--- src/rtl/mem_arbiter.sv ---
// Two-port round-robin memory arbiter: one req/ack transaction at a time,
// fixed MEM_LAT-cycle access to a single-port memory, registered read data.
module mem_arbiter #(
   parameter int unsigned WIDTH   = 16,
   parameter int unsigned ADDR_W  = 12,
   parameter int unsigned MEM_LAT = 1
) (
   input  logic              clk,
   input  logic              rst,
   input  logic              REQ0,
   input  logic              REQ1,
   input  logic              WE0,
   input  logic              WE1,
   input  logic [ADDR_W-1:0] ADDR0,
   input  logic [ADDR_W-1:0] ADDR1,
   input  logic [WIDTH-1:0]  WDATA0,
   input  logic [WIDTH-1:0]  WDATA1,
   output logic              ACK0,
   output logic              ACK1,
   output logic [WIDTH-1:0]  RDATA,
   output logic              MEM_EN,
   output logic              MEM_WE,
   output logic [ADDR_W-1:0] MEM_ADDR,
   output logic [WIDTH-1:0]  MEM_WDATA,
   input  logic [WIDTH-1:0]  MEM_RDATA,
   output logic              BUSY,
   output logic              GNT_ID
);

   localparam int unsigned CNT_W = 4;

   typedef enum logic [1:0] {
      IDLE   = 2'd0,
      ACCESS = 2'd1,
      DONE   = 2'd2
   } state_t;

   state_t              state_q, state_d;
   logic [CNT_W-1:0]    cnt_q, cnt_d;
   logic                last_gnt_q, last_gnt_d;
   logic                gnt_q, gnt_d;
   logic                we_q, we_d;
   logic [ADDR_W-1:0]   addr_q, addr_d;
   logic [WIDTH-1:0]    wdata_q, wdata_d;
   logic [WIDTH-1:0]    rdata_q, rdata_d;
   logic                win;

   // Next-state, operand latch and read capture
   always_comb begin
      state_d    = state_q;
      cnt_d      = cnt_q;
      last_gnt_d = last_gnt_q;
      gnt_d      = gnt_q;
      we_d       = we_q;
      addr_d     = addr_q;
      wdata_d    = wdata_q;
      rdata_d    = rdata_q;
      // On a tie the port that did not win last time gets the bus
      win        = (REQ0 && REQ1) ? ~last_gnt_q : REQ1;

      unique case (state_q)
         IDLE: begin
            if (REQ0 || REQ1) begin
               state_d    = ACCESS;
               gnt_d      = win;
               last_gnt_d = win;
               we_d       = win ? WE1 : WE0;
               addr_d     = win ? ADDR1 : ADDR0;
               wdata_d    = win ? WDATA1 : WDATA0;
               cnt_d      = CNT_W'(MEM_LAT - 1);
            end
         end
         ACCESS: begin
            if (cnt_q == '0) begin
               state_d = DONE;
               if (!we_q) rdata_d = MEM_RDATA;
            end else begin
               cnt_d = cnt_q - CNT_W'(1);
            end
         end
         DONE:    state_d = IDLE;
         default: state_d = IDLE;
      endcase
   end

   // State, latched operands and registered outputs
   always_ff @(posedge clk or posedge rst) begin
      if (rst) begin
         state_q    <= IDLE;
         cnt_q      <= '0;
         last_gnt_q <= 1'b1;
         gnt_q      <= 1'b0;
         we_q       <= 1'b0;
         addr_q     <= '0;
         wdata_q    <= '0;
         rdata_q    <= '0;
         MEM_EN     <= 1'b0;
         MEM_WE     <= 1'b0;
         BUSY       <= 1'b0;
         ACK0       <= 1'b0;
         ACK1       <= 1'b0;
      end else begin
         state_q    <= state_d;
         cnt_q      <= cnt_d;
         last_gnt_q <= last_gnt_d;
         gnt_q      <= gnt_d;
         we_q       <= we_d;
         addr_q     <= addr_d;
         wdata_q    <= wdata_d;
         rdata_q    <= rdata_d;
         MEM_EN     <= (state_d == ACCESS);
         MEM_WE     <= (state_d == ACCESS) && we_d;
         BUSY       <= (state_d != IDLE);
         ACK0       <= (state_d == DONE) && !gnt_d;
         ACK1       <= (state_d == DONE) && gnt_d;
      end
   end

   assign MEM_ADDR  = addr_q;
   assign MEM_WDATA = wdata_q;
   assign RDATA     = rdata_q;
   assign GNT_ID    = gnt_q;

endmodule

--- config.mk ---
export PLATFORM = sky130hd
export DESIGN_NAME = mem_arbiter
export DESIGN_NICKNAME = d
export VERILOG_FILES = /design/src/rtl/mem_arbiter.sv
export SDC_FILE = /design/constraint.sdc
export NUM_CORES = 1
export LEC_CHECK = 0
export CORE_MARGIN = 2
export CORE_UTILIZATION = 36
export CTS_CLUSTER_SIZE = 14
export DETAILED_ROUTE_END_ITERATION = 8
export MAX_ROUTING_LAYER = met4
export PLACE_DENSITY_LB_ADDON = 0.3
export SYNTH_ARGS = -nofsm -noshare
export SYNTH_HDL_FRONTEND = slang
export SYNTH_SLANG_ARGS = --single-unit
--- constraint.sdc ---
create_clock -name clk -period 2.05 [get_ports clk]
set_input_delay 0.205 -clock clk [delete_from_list [all_inputs] [get_ports clk]]
set_output_delay 0.205 -clock clk [all_outputs]
set_load 0.01 [all_outputs]
==> flow_summary.yaml <==
placed_design:
  postPlaceCellArea_mm2: 0.004039
  dp_cells: 403
  place_congestion: 0.7850
  place.detailed.hpwl_um: 4403
  dpl_worst_slack_ns: 0.01733
  io_buffers: 127
yosys:
  synth_nets: 261
  syn_inst: 181
  synth-seq-cells: 58
  yosysWarningCount: 0
  yosysSeqAreaShare: 0.5595
  synth_cell_type_count: 30
  syn_area_mm2: 0.002596
  syn_area_per_cell_um2: 14.34
detailed_routing:
  routed_wl_um: 5906
  drtPass1Iterations: 4
  via_per_inst: 4.613
  wl_per_cell_um: 14.10
  drc_errors: 0
  ant_nets: 0
  drt_iter0_drc: 32
  route.vias.total: 1933
final_layout:
  fillers: 575
  multi_input_area_mm2: 0.001086
  layout_commonest_cell: "clkdlybuf4s50_1"
  drive_above_1_share: 0.3096
  final_area_mm2: 0.004272
  areaGrowthSynthToFinish_pct: 64.53
  regArea_mm2: 0.001453
  nets: 398
  stdcell_count: 419
  final_cell_mix: "clkdlybuf4s50_1 (127), mux2_2 (72), dfrtp_1 (57)"
  n_antenna_cell: 0
setup_path:
  path_cells: "inv_1 > ha_1 > or3b_1 > nor3_4 > buf_12 > mux2_2"
  rr_startpoint: "cnt_q[0]$_DFFE_PP0P_"
  cp_slowest_stage_delay_ns: 0.41
  worstPathRequired_ns: 2.27
  cp_data_arrival_time_ns: 2.15
  critPathLaunchType: "flop"
  crit_fanout: 16
  critPathSlowestCell: "or3b_1"
  worst_setup_path_end_kind: "flop"
  crit_start: "cnt_q[0]$_DFFE_PP0P_"
  worstSetupPathType: "flop to flop"
die:
  dieWidth_um: 88.92
  row_count: 30
  die_area_mm2: 0.007907
  fp.coreArea_mm2: 0.006869
  die_h_um: 88.92
  start_util: 0.3780
  ios: 128
timing:
  period_minus_slack_ns: 1.927
  max_freq_mhz: 518.9
  finalSetupViolCount: 0
  slew_headroom: 0.4744
  post-route-period-util: 0.9400
  fin_setup_tns_ns: 0
  finClkSkew_ns: 0.009460
  rsz0062_at_grt: "false"
  finalHoldViolations: 0
  max_slew.worst_pin.slew_ns: 0.7865
  setup_slack_ns: 0.1230
  drv_slew: 0
clock_tree:
  cts_buffers: 9
  post_cts_buffers: 0
  clk_latency_ns: 0.34
  ctsResizeCount: 0
  cts.sinks: 58
  htree_levels: 3
  path_clk_slew_ns: 0.07
  cts_buffer_depth: 2
  ctsHoldBuffers: 0
  cts_tree: "built"
  root_buffer: "clkbuf_8"
power_and_ir_drop:
  ir_worst_vdd_mv: 0.6788
  power.leakage_nw: 1.752
  power_density_mw_per_mm2: 1380
global_route:
  grt_pass1_wl_um: 9384
  antenna_found_initial: 0
  overflow: 0
  grt_pass1_vias: 2059
  grt_max_degree: 59
  grtUsageTotal: 0.1641
job:
  max_cap_viol_count: 0
outcome:
  status: "completed"
min_path:
  min_path_type: "primary input to async pin"
==> power breakdown <==
part,leakage (nW),internal [W],switching [W]
Combinational,0.940,0.00169,0.000983
Clock,0.120,0.000801,0.000457
Sequential,0.692,0.00170,0.000271
Total,1.75,0.00418,0.00171
==> critical path: cells and delay by family (launching register included) <==
family        cells  cell delay, ns
fa+ha+maj         1            0.16
buf+inv           2            0.29
flops             1            0.38
mux               1            0.34
simple gates      2            0.63
==> synth_stat cells <==
master	number	area (um2)
o21ai_0	7	35.03
mux2_2	72	810.8
buf_6	1	11.26
buf_2	4	20.02
a22o_1	1	8.760
mux2i_1	3	30.03
dfstp_2	1	26.28
nand2b_1	1	6.260
and3_1	1	6.260
or2_1	1	6.260
nand2_1	2	7.510
clkbuf_1	3	11.26
a31oi_1	1	6.260
or3b_1	1	8.760
o22ai_1	2	12.51
nor2_4	1	11.26
o221ai_1	1	8.760
o31ai_1	1	7.510
nor3b_1	1	7.510
nand3_1	4	20.02
nor3_4	1	16.27
nor2b_1	1	6.260
a21boi_0	1	7.510
ha_1	2	25.02
inv_1	3	11.26
buf_8	1	15.01
a21oi_1	1	5.000
dfrtp_1	57	1426
nor3_1	2	10.01
nor2_1	3	11.26
==> stage by stage <==
step / power [W] / hold slack (ns) / util
2_1_floorplan: 0.003271 / 0.2679 / -
5_1_grt: 0.006248 / 0.2596 / 0.6219
3_3_place_gp: 0.004641 / 0.4855 / 0.5880
3_5_place_dp: 0.004708 / 0.4891 / 0.5880
4_1_cts: 0.005983 / 0.2432 / 0.6219
6_report: 0.005893 / 0.2366 / 0.6219
==> layer usage <==
metal,routed length [um],track usage
met1,2480,0.1902
met2,2850,0.2598
met3,437,0.04524
met4,137,0.08678
met5,0,-
==> final cells by class <==
cell class | count | share of cell area
Clock inverter | 6 | 0.02460
Clock buffer | 10 | 0.02988
Timing Repair Buffer | 135 | 0.3204
Inverter | 3 | 0.002636
Sequential cell | 58 | 0.3401
Multi-Input combinational cell | 111 | 0.2542
Tap cell | 96 | 0.02812
==> flip-flops by register name (all words and copies together) (netlist names) <==
register,flops
we_q,1
MEM_EN,1
last_gnt_q,1
MEM_ADDR,12
ACK1,1
GNT_ID,1
BUSY,1
cnt_q,4
ACK0,1
state_q,2
MEM_WE,1
RDATA,16
MEM_WDATA,16
==> worst paths after layout <==
check	cells past startpoint	end	slack (ns)
setup / recovery	6	RDATA[3]$_DFFE_PP0P_	0.12
hold / removal	3	RDATA[4]$_DFFE_PP0P_	0.24
setup reg to reg	6	RDATA[3]$_DFFE_PP0P_	0.12
hold reg to reg	1	ACK0$_DFF_PP0_	0.49
max in group asynchronous	3	last_gnt_q$_DFFE_PP1P_	1.52
min in group clk	2	RDATA[7]$_DFFE_PP0P_	0.47
==> cells by family (layout without fill, tap and decap cells) <==
kind of cell	Yosys count	count (layout)	share of synthesized area
adder cells (fa/ha/maj)	2	2	0.009637
flip-flops	58	58	0.5595
buffers and inverters	12	154	0.02650
multiplexers	75	75	0.3239
AO/OA/AOI/OAI	15	15	0.03518
AND/OR/NAND/NOR	19	19	0.04531
Note: power is estimated with default switching activity, not from simulation.
